## config.mk

```make
export PLATFORM = sky130hd
export DESIGN_NAME = sad_lane_packer
export DESIGN_NICKNAME = d
export VERILOG_FILES = /design/src/rtl/me_pkg.sv /design/src/rtl/abs_diff.sv /design/src/rtl/sad_lane_packer.sv
export SDC_FILE = /design/constraint.sdc
export NUM_CORES = 1
export LEC_CHECK = 0
export ABC_AREA = 1
export BUFFER_PORTS_ARGS = -buffer_cell sky130_fd_sc_hd__buf_2
export CORE_MARGIN = 4
export CORE_UTILIZATION = 27
export CTS_CLUSTER_SIZE = 24
export DETAILED_ROUTE_END_ITERATION = 8
export GPL_TIMING_DRIVEN = 0
export PLACE_DENSITY = 0.43
export SETUP_SLACK_MARGIN = 0.5
export SKIP_LAST_GASP = 1
export SYNTH_ARGS = -nofsm -noshare
export SYNTH_HDL_FRONTEND = slang
export SYNTH_SLANG_ARGS = --single-unit
```

## constraint.sdc

```tcl
create_clock -name clk -period 8.6 [get_ports clk]
set_clock_uncertainty 0.05 [all_clocks]
set_input_delay 1.29 -clock clk [delete_from_list [all_inputs] [get_ports clk]]
set_output_delay 1.29 -clock clk [all_outputs]
set_load 0.05 [all_outputs]
```

## src/rtl/me_pkg.sv

```systemverilog
// Shared motion-estimation types and lane packing helpers.
// Used by sad_lane_packer and its abs_diff lane stage.
package me_pkg;

  localparam int ME_LANES   = 8;
  localparam int LANE_CNT_W = 3;
  localparam int OUT_CNT_W  = 4;

  typedef enum logic {
    COLLECT,
    STALL
  } pkr_state_t;

  function automatic int lane_lsb(
    input int idx,
    input int width
  );
    return idx * width;
  endfunction

endpackage

```

## src/rtl/abs_diff.sv

```systemverilog
// Combinational absolute difference of two unsigned pixels.
// Feeds one lane of the SAD packer.
module abs_diff
  import me_pkg::*;
#(
  parameter int PIXEL_BIT_DEPTH = 8
) (
  input  logic [PIXEL_BIT_DEPTH-1:0] a,
  input  logic [PIXEL_BIT_DEPTH-1:0] b,
  output logic [PIXEL_BIT_DEPTH-1:0] d
);

  // larger minus smaller never wraps
  always_comb begin
    d = (a > b) ? (a - b) : (b - a);
  end

endmodule

```

## src/rtl/sad_lane_packer.sv

```systemverilog
// Packs 8 per-pixel differences into the SAD adder-tree lane vector.
// SAD_LANE_PACKER_ABSDIFF_EN selects |cur-ref| lanes, else cur pass-through.
module sad_lane_packer
  import me_pkg::*;
#(
  parameter int ELEMENT_BIT_DEPTH = 14,
  parameter int PIXEL_BIT_DEPTH   = 8
) (
  input  logic                                clk,
  input  logic                                rst,
  input  logic                                in_valid,
  output logic                                in_ready,
  input  logic [PIXEL_BIT_DEPTH-1:0]          cur_pix,
  input  logic [PIXEL_BIT_DEPTH-1:0]          ref_pix,
  input  logic                                in_last,
  output logic                                out_valid,
  input  logic                                out_ready,
  output logic [ELEMENT_BIT_DEPTH*ME_LANES-1:0] addend_array,
  output logic [OUT_CNT_W-1:0]                out_count
);

  localparam int E = ELEMENT_BIT_DEPTH;
  localparam int P = PIXEL_BIT_DEPTH;
  localparam int VW = E * ME_LANES;

  pkr_state_t state_q;
  pkr_state_t state_d;

  logic [LANE_CNT_W-1:0] lane_cnt_q;
  logic [E-1:0]          fill_q [ME_LANES];
  logic [OUT_CNT_W-1:0]  fill_cnt_q;

  logic [P-1:0]         lane_pix;
  logic [E-1:0]         lane_val;
  logic [VW-1:0]        row_vec;
  logic [VW-1:0]        fill_vec;
  logic [OUT_CNT_W-1:0] row_cnt;

  logic accept;
  logic row_done;
  logic can_load;
  logic load_row;
  logic load_fill;
  logic hold_row;

`ifdef SAD_LANE_PACKER_ABSDIFF_EN
  abs_diff #(
    .PIXEL_BIT_DEPTH(P)
  ) u_abs_diff (
    .a(cur_pix),
    .b(ref_pix),
    .d(lane_pix)
  );
`else
  logic unused_ref;
  assign unused_ref = ^ref_pix;
  assign lane_pix   = cur_pix;
`endif

  assign lane_val = {{(E-P){1'b0}}, lane_pix};
  assign in_ready = (state_q == COLLECT);
  assign accept   = in_valid & in_ready;
  assign can_load = !out_valid | out_ready;
  assign row_done = accept &
    (in_last | (lane_cnt_q == LANE_CNT_W'(ME_LANES-1)));
  assign row_cnt  = OUT_CNT_W'(lane_cnt_q) + OUT_CNT_W'(1);

  // completed row: written lanes, current pair, zero padding above
  always_comb begin
    row_vec  = '0;
    fill_vec = '0;
    for (int i = 0; i < ME_LANES; i++) begin
      fill_vec[lane_lsb(i, E) +: E] = fill_q[i];
      if (LANE_CNT_W'(i) < lane_cnt_q)
        row_vec[lane_lsb(i, E) +: E] = fill_q[i];
      else if (LANE_CNT_W'(i) == lane_cnt_q)
        row_vec[lane_lsb(i, E) +: E] = lane_val;
    end
  end

  // state register: STALL means a finished row waits in the fill buffer
  always_ff @(posedge clk) begin
    if (rst)
      state_q <= COLLECT;
    else
      state_q <= state_d;
  end

  // next state and row routing
  always_comb begin
    state_d   = state_q;
    load_row  = 1'b0;
    load_fill = 1'b0;
    hold_row  = 1'b0;
    unique case (state_q)
      COLLECT: begin
        if (row_done) begin
          if (can_load) begin
            load_row = 1'b1;
          end else begin
            hold_row = 1'b1;
            state_d  = STALL;
          end
        end
      end
      STALL: begin
        if (out_ready) begin
          load_fill = 1'b1;
          state_d   = COLLECT;
        end
      end
    endcase
  end

  // fill buffer and lane counter
  always_ff @(posedge clk) begin
    if (rst) begin
      lane_cnt_q <= '0;
      fill_cnt_q <= '0;
      for (int i = 0; i < ME_LANES; i++)
        fill_q[i] <= '0;
    end else begin
      if (accept) begin
        if (row_done)
          lane_cnt_q <= '0;
        else
          lane_cnt_q <= lane_cnt_q + LANE_CNT_W'(1);
      end
      if (hold_row)
        fill_cnt_q <= row_cnt;
      for (int i = 0; i < ME_LANES; i++) begin
        if (hold_row)
          fill_q[i] <= row_vec[lane_lsb(i, E) +: E];
        else if (accept && !row_done &&
                 lane_cnt_q == LANE_CNT_W'(i))
          fill_q[i] <= lane_val;
      end
    end
  end

  // output register, held stable until transferred
  always_ff @(posedge clk) begin
    if (rst) begin
      out_valid    <= 1'b0;
      addend_array <= '0;
      out_count    <= '0;
    end else if (load_row) begin
      out_valid    <= 1'b1;
      addend_array <= row_vec;
      out_count    <= row_cnt;
    end else if (load_fill) begin
      out_valid    <= 1'b1;
      addend_array <= fill_vec;
      out_count    <= fill_cnt_q;
    end else if (out_valid && out_ready) begin
      out_valid    <= 1'b0;
    end
  end

endmodule

```

==> impl_metrics.toml, run 1 <==
[die]
die-area_um2 = 41600
row_count = 71
initial_utilization = 0.275
io_pins = 139
die_x_um = 204
die_h_um = 204
core_area_um2 = 37800

[critical_path]
crit_required_ps = 8720
path_max_fanout = 14
cp_top_family = "simple AND/OR/NAND/NOR gates"
critPathLaunch = "in_valid"
slowest_stage = "nand2_1"
crit_chain = "buf_2 > nand2_1 > nor2_2 > nand3_2 > nand2_1 > inv_1 > nand2_1"
r2r_slack_ps = 5380
max_stage_delay_ps = 650
crit_arrival_ps = 3420
rr_worst_depth = 9
cp_num_cells = 7
rr_startpoint = "lane_cnt_q[1]$_SDFFE_PP0P_"
crit_end = "fill_q[1][14]$_DFFE_PP_"
critPathCaptureType = "register"
path_class = "input port to register"
cp_common_cell = "nand2_1"
cp-start-kind = "input port"
path_buf_inv = 2
r2r-end = "fill_q[1][14]$_DFFE_PP_"

[pwr]
combPwrFrac = 0.129
p_int_mw = 1.90
p_sw_mw = 0.789
p_seq_frac = 0.445
power.total_mw = 2.69
switching_share = 0.293
power.density_nw_per_um2 = 215
irDropWorstVdd_mv = 0.131
clkPwrFrac = 0.425
p_leak_nw = 5.45

[finish]
stdcell_count = 2014
design_area_um2 = 12500
nets = 1507
area.growth.synth_to_final_pct = 20.6
antenna_cells = 0
drive_gt1_frac = 0.158

[hold_path]
hp-class = "register to register"

[placed_design]
portBuffers = 119
dpl.cell_count = 1964
place_hpwl_mm = 26.5
gp_congestion = 0.839
placed_cell_area_um2 = 11600

[sta]
hold_viol_final = 0
fin_crit_ps = 3300
fin_crit_sh = 0.384
finalMaxSlewViolations = 0
clock.fmax_mhz = 303
finalSetupViolCount = 0
rsz0062_at_grt = "no"
tightest_slew_ps = 1060
finalSetupTns_ps = 0
slew_headroom = 0.296

[synth]
ys_ff_latch = 225
yosys_warnings = 0
ys_seq_area_frac = 0.536
syn-cell-area_um2 = 10400
yosysUniqueCellTypes = 30
syn_avg_cell_area_um2 = 7.81
syn_inst = 1328

[clock_network]
cts_made_buffers = 27
clk_pin_slew_ps = 70
htree_num_levels = 1
root_buffer = "clkbuf_16"
clock_latency_ps = 550
clock_path_buffers = 3
cts_setup_buffers = 0
cts_tree = "built"
clock_sinks = 225
hold_buffers = 0
cts.repair.resized = 0

[drt]
via_count = 9317
wl_per_cell_um = 18.9
postRouteAntennaNets = 0
drt_first_pass_iters = 6
drc = 0
first_iter_violations = 816
viasPerCell = 4.63
wl_mm = 38.2

[global_route]
grt_pass1_vias = 8960
grt_max_degree = 15
grt_pass1_wl_mm = 57.5
grt_overflow = 0
gr-usage-all-layers = 0.179
antenna_found_initial = 0

[flow_run]
drv_cap = 0

[outcome]
run_status = "completed"
## per-stage QoR
step / util / worst slack, ps / hold WS, ps
after floorplan: - / 5330 / 373
after global placement: 0.308 / 4310 / 385
after detailed placement: 0.308 / 4720 / 394
after CTS: 0.332 / 5300 / 412
after global routing: 0.332 / 5140 / 443
final: 0.332 / 5300 / 408
## worst min path at each step
stage / startpoint / end / cells after the start / slack (ps)
2_1_floorplan: fill_cnt_q[3]$_SDFFE_PP0P_ / fill_cnt_q[3]$_SDFFE_PP0P_ / 2 / 370
3_3_place_gp: fill_cnt_q[3]$_SDFFE_PP0P_ / fill_cnt_q[3]$_SDFFE_PP0P_ / 2 / 380
3_5_place_dp: fill_cnt_q[3]$_SDFFE_PP0P_ / fill_cnt_q[3]$_SDFFE_PP0P_ / 2 / 390
4_1_cts: fill_cnt_q[3]$_SDFFE_PP0P_ / fill_cnt_q[3]$_SDFFE_PP0P_ / 2 / 410
5_1_grt: fill_cnt_q[3]$_SDFFE_PP0P_ / fill_cnt_q[3]$_SDFFE_PP0P_ / 2 / 440
6_report: fill_cnt_q[3]$_SDFFE_PP0P_ / fill_cnt_q[3]$_SDFFE_PP0P_ / 2 / 410
## power groups by stage
stage / Clock [mW] / Combinational (mW) / Sequential [mW]
floorplan: 0 / 0.132 / 1.32
global placement: 0 / 0.349 / 1.22
detailed placement: 0 / 0.350 / 1.22
CTS: 1.18 / 0.351 / 1.20
global route: 1.22 / 0.375 / 1.21
finish: 1.15 / 0.348 / 1.20
## worst reg2reg max path, cell delays in order, from the launching register on
cell and delay, ps:
dfxtp_1 360, ha_1 170, ha_1 140, buf_4 180
nor2_1 80, nor2_2 200, nand3_2 220, nand2_1 450
inv_1 350, nand2_1 660
## final cells by class
class / instances / area [um2]
multi-input combinational: 912 / 3990
clock buffer: 33 / 769
fill: 4125 / 25200
sequential: 225 / 5570
buffer: 86 / 420
clock inverter: 17 / 111
inverter: 110 / 413
tap: 511 / 639
timing repair buffer: 120 / 603
## cell usage after synthesis (all sizes together)
| cell | count | area [um2] |
|---|---|---|
| nor3 | 16 | 80.1 |
| edfxtp | 106 | 3180 |
| ha | 4 | 50.1 |
| clkbuf | 33 | 124 |
| dfxtp | 119 | 2380 |
| a21oi | 47 | 235 |
| o21ai | 166 | 835 |
| clkinv | 1 | 3.75 |
| nand3 | 107 | 551 |
| nor2 | 204 | 810 |
| nand4 | 3 | 18.8 |
| inv | 109 | 409 |
| o22ai | 3 | 18.8 |
| nor3b | 1 | 7.51 |
| nand2 | 352 | 1340 |
| buf | 53 | 297 |
| o31ai | 1 | 7.51 |
| o32ai | 2 | 17.5 |
| conb | 1 | 3.75 |
## layout by cell type (no fill, tap or decap), types with 3 or more instances in the layout
master	instances
clkbuf_1	33
clkbuf_8	5
buf_4	17
nand3_2	3
nor3_1	16
ha_1	4
clkinv_1	8
a21oi_1	47
edfxtp_1	106
inv_2	10
o22ai_1	3
o21ai_0	152
dfxtp_1	119
nand4_1	3
nand2_1	348
conb_1	6
buf_2	149
inv_1	99
clkinv_2	6
o21ai_1	13
nor2_1	194
nand3_1	104
clkbuf_16	28
buf_1	7
nor2_2	8
## sequential cells by signal, indices dropped and copies added, names as in the netlist
register and count:
addend_array 106, fill_q 106, fill_cnt_q 4, out_count 4, lane_cnt_q 3, out_valid 1
state_q 1
## cells by family after synthesis
logic type | count (synthesis) | share of synthesized area
AO/OA/AOI/OAI | 219 | 0.107
adder cells (fa/ha/maj) | 4 | 0.00482
buffers and inverters | 196 | 0.0803
flip-flops | 225 | 0.536
other | 1 | 0.000361
AND/OR/NAND/NOR | 683 | 0.271
## metal layers
layer,GRT usage,wire (um)
met1,0.260,18200
met2,0.286,17200
met3,0.0259,1960
met4,0.0347,778
met5,0,0
Note: power is estimated with default switching activity, not from simulation.
==> run 2: changes to the inputs <==
- clock period: 8.6 -> 3.2 ns (I/O delays scaled with it)
==> impl_metrics.toml, run 2 (synthesized netlist as in run 1, its figures left out) <==
[outcome]
run_status = "completed"

[sta]
tightest_slew_ps = 878
hold_viol_final = 0
fin_crit_ps = 2670
fin_crit_sh = 0.836
clock.fmax_mhz = 374
whs_ps = 141
finalSetupViolCount = 0
slew_headroom = 0.414
rsz0062_at_grt = "yes"
finalMaxSlewViolations = 0

[global_route]
grt_pass1_vias = 8977
antenna_found_initial = 0
grt_pass1_wl_mm = 57.2
gr-usage-all-layers = 0.178
grt_max_degree = 15
grt_overflow = 0

[pwr]
irDropWorstVdd_mv = 0.376
power.density_nw_per_um2 = 566
p_leak_nw = 5.44

[critical_path]
slowest_stage = "dfxtp_1"
path_class = "register to register"
r2r_slack_ps = 530
critPathCaptureType = "register"
crit_required_ps = 3390
cp-start-kind = "register"
crit_chain = "ha_1 > ha_1 > buf_4 > nor2_1 > nor2_2 > nand3_2 > nand2_4 > clkinvlp_4 > buf_4 > o21ai_2 > buf_4"
path_buf_inv = 4
path_max_fanout = 10
cp_top_family = "simple AND/OR/NAND/NOR gates"
cp_common_cell = "buf_4"
crit_arrival_ps = 2860
max_stage_delay_ps = 360

[clock_network]
clock_sinks = 225
clock_latency_ps = 540
cts_made_buffers = 27
cts_tree = "built"
root_buffer = "clkbuf_16"
hold_buffers = 0
clock_path_buffers = 3
htree_num_levels = 1
clk_pin_slew_ps = 60

[finish]
area.growth.synth_to_final_pct = 21.0
largestRegisters = "addend_array (106), fill_q (106)"
antenna_cells = 0
layout.cells.most_common = "nand2_1"
drive_gt1_frac = 0.165
stdcell_count = 2016
nets = 1510
layout_common_cells = "nand2_1 (340), nor2_1 (194), o21ai_0 (152)"

[drt]
postRouteAntennaNets = 0
viasPerCell = 4.61
drc = 0
drt_first_pass_iters = 7
first_iter_violations = 734
wl_per_cell_um = 18.9
wl_mm = 38.1
via_count = 9287

[hold_path]
hp-class = "input port to register"

[die]
core_area_um2 = 37800
die-area_um2 = 41600
initial_utilization = 0.275
die_x_um = 204
io_pins = 139
row_count = 71
die_h_um = 204

[flow_run]
drv_cap = 0

[placed_design]
gp_congestion = 0.838
dpl.cell_count = 1964
place_hpwl_mm = 26.6
portBuffers = 119
run 2: changes by cell type in the layout (fill, tap and decap cells not counted), moves of 3 or more:
cell	change
nand2_1	-8
clkbuf_1	+6
nand2_2	+5
clkinv_1	-4
nand2_4	+3
run 2: cell type report:
type | count | area [um2]
fill | 4100 | 25200
sequential | 225 | 5570
multi-input combinational | 913 | 4060
clock buffer | 37 | 743
tap | 511 | 639
timing repair buffer | 122 | 618
buffer | 86 | 423
inverter | 110 | 417
clock inverter | 12 | 86.3
run 2: per-stage QoR:
| stage | total power [mW] | utilization | instance area [um2] | TNS, ps | worst slack [ps] |
|---|---|---|---|---|---|
| after CTS | 7.18 | 0.331 | 12500 | 0 | 426 |
| after floorplan | 3.91 | - | 10400 | 0 | 688 |
| after global placement | 4.22 | 0.308 | 11600 | -3110 | -223 |
| final | 7.11 | 0.332 | 12500 | 0 | 526 |
| after global routing | 7.39 | 0.332 | 12500 | 0 | 331 |
| after detailed placement | 4.23 | 0.308 | 11600 | 0 | 29.0 |
run 2: layer usage:
| metal | global-route usage | part of all wire | vias up |
|---|---|---|---|
| met2 | 0.293 | 0.46 | 214 |
| met3 | 0.0271 | 0.053 | 36 |
| met1 | 0.253 | 0.47 | 4406 |
| met5 | 0 | 0 | - |
| met4 | 0.0328 | 0.019 | 0 |
| li1 | - | - | 4631 |
run 2: final timing paths:
kind	cells after the start	end	startpoint
worst min-delay path	2	state_q$_SDFF_PP0_	out_ready
worst max-delay path	11	fill_q[1][8]$_SDFFCE_PP0P_	lane_cnt_q[1]$_SDFFE_PP0P_
worst min register to register	2	fill_cnt_q[1]$_SDFFE_PP0P_	fill_cnt_q[1]$_SDFFE_PP0P_
worst max register to register	11	fill_q[1][8]$_SDFFCE_PP0P_	lane_cnt_q[1]$_SDFFE_PP0P_
run 2: power breakdown:
part	switching (mW)	internal, mW
registers	0.0717	3.15
logic	0.754	0.191
clock network	1.24	1.70
run 2: what timing repair did:
item                       in CTS  in global routing
pin swaps                       0                  1
buffers inserted                2                  0
setup endpoints to repair      92                108
gates resized for setup        10                 10
gates cloned                    0                  1
run 2: worst register-to-register path, cell delays in order, from the launching register on:
cell	delay, ps
dfxtp_1	360
ha_1	170
ha_1	130
buf_4	180
nor2_1	80
nor2_2	200
nand3_2	240
nand2_4	240
clkinvlp_4	120
buf_4	180
o21ai_2	160
buf_4	270
==> run 3: changes to the inputs <==
- PLACE_DENSITY: 0.43 -> 0.45
- clock period: 3.2 -> 2.35 ns (I/O delays scaled with it)
==> impl_metrics.toml, run 3 (synthesized netlist as in run 1, its figures left out) <==
[sta]
finalSetupViolCount = 0
clock.fmax_mhz = 484
finalMaxSlewViolations = 0
rsz0062_at_grt = "yes"
tightest_slew_ps = 1270
fin_crit_sh = 0.879
setup_slack_ps = 284
fin_crit_ps = 2070
hold_viol_final = 0
slew_headroom = 0.156
finalSetupTns_ps = 0

[die]
die_x_um = 204
row_count = 71
die-area_um2 = 41600
io_pins = 139
core_area_um2 = 37800
die_h_um = 204
initial_utilization = 0.275

[global_route]
grt_overflow = 0
grt_pass1_vias = 9546
gr-usage-all-layers = 0.189
antenna_found_initial = 0
grt_pass1_wl_mm = 60.2
grt_max_degree = 15

[clock_network]
clock_latency_ps = 540
clock_path_buffers = 3
clk_pin_slew_ps = 60
htree_num_levels = 1
cts_made_buffers = 27
root_buffer = "clkbuf_16"
cts_tree = "built"
clock_sinks = 225

[critical_path]
max_stage_delay_ps = 370
crit_arrival_ps = 2270
cp_top_family = "buffers and inverters"
cp-start-kind = "register"
path_buf_inv = 5
critPathCaptureType = "register"
crit_chain = "ha_4 > ha_4 > buf_8 > nor2_4 > nor2_4 > nand3_4 > nand2_8 > clkinvlp_4 > buf_6 > o21ai_4 > buf_12 > buf_16"
slowest_stage = "dfxtp_4"
path_max_fanout = 7
crit_required_ps = 2560
path_class = "register to register"

[finish]
layout.cells.most_common = "nand2_1"
drive_gt1_frac = 0.349
design_area_um2 = 15400
area.growth.synth_to_final_pct = 48.1
antenna_cells = 0
stdcell_count = 2096
nets = 1591
largestRegisters = "addend_array (106), fill_q (106)"
layout_common_cells = "nand2_1 (316), nor2_1 (164), buf_2 (130)"

[placed_design]
place_hpwl_mm = 26.5
dp_worst_setup_slack_ps = -228
dpl.cell_count = 1963
portBuffers = 119
placed_cell_area_um2 = 11800
gp_congestion = 0.858

[drt]
drt_first_pass_iters = 5
wl_per_cell_um = 19.6
first_iter_violations = 838
viasPerCell = 4.75
postRouteAntennaNets = 0
drc = 0
wl_mm = 41.1
via_count = 9955

[pwr]
irDropWorstVdd_mv = 0.529
power.density_nw_per_um2 = 664
power.total_mw = 10.2
p_leak_nw = 6.48

[hold_path]
hp-class = "input port to register"

[outcome]
run_status = "completed"

[flow_run]
drv_cap = 0
==> run 3: repair_timing <==
| action | CTS | global route |
|---|---|---|
| gates resized for setup | 337 | 206 |
| pin swaps | 71 | 54 |
| setup buffers | 46 | 13 |
| endpoints found under the setup margin | 312 | 299 |
| hold buffers | 1 | 0 |
| endpoints found under the hold margin | 1 | 0 |
| gates cloned | 17 | 8 |
==> run 3: routing by layer <==
layer	wire length [um]	part of all wire	global-route usage
met4	960	0.023	0.0488
met3	2110	0.051	0.0301
met2	18900	0.46	0.306
met1	19100	0.46	0.263
met5	0	0	0
==> run 3: worst reg2reg max path, stage by stage, from the launching register on <==
cell	delay (ps)
dfxtp_4	370
ha_4	140
ha_4	120
buf_8	110
nor2_4	40
nor2_4	120
nand3_4	130
nand2_8	120
clkinvlp_4	110
buf_6	150
o21ai_4	80
buf_12	140
buf_16	120
==> run 3: worst paths after layout <==
path / start / end / slack, ps / cells after the start
min reg2reg: fill_cnt_q[1]$_SDFFE_PP0P_ / fill_cnt_q[1]$_SDFFE_PP0P_ / 420 / 2
max: lane_cnt_q[1]$_SDFFE_PP0P_ / fill_q[1][7]$_SDFFCE_PN0P_ / 280 / 12
max reg2reg: lane_cnt_q[1]$_SDFFE_PP0P_ / fill_q[1][7]$_SDFFCE_PN0P_ / 280 / 12
min: in_valid / lane_cnt_q[0]$_SDFFE_PP0P_ / 280 / 4
==> run 3: area by class of cell <==
class | count | area [um2]
buffer | 86 | 868
clock buffer | 38 | 757
clock inverter | 10 | 57.6
fill | 3840 | 22400
inverter | 110 | 463
multi-input combinational | 916 | 5170
sequential | 225 | 5570
tap | 511 | 639
timing repair buffer | 200 | 1830
==> run 3: report_power, final <==
group,internal [mW],total (mW),switching (mW),leakage [nW]
clock,2.23,3.95,1.71,0.391
combinational,0.611,1.84,1.23,4.01
sequential,4.29,4.41,0.120,2.07
==> run 3: metrics by stage <==
step	util	hold slack, ps
3_3_place_gp	0.312	385
3_5_place_dp	0.312	400
4_1_cts	0.384	252
6_report	0.407	280
5_1_grt	0.407	280
2_1_floorplan	-	373
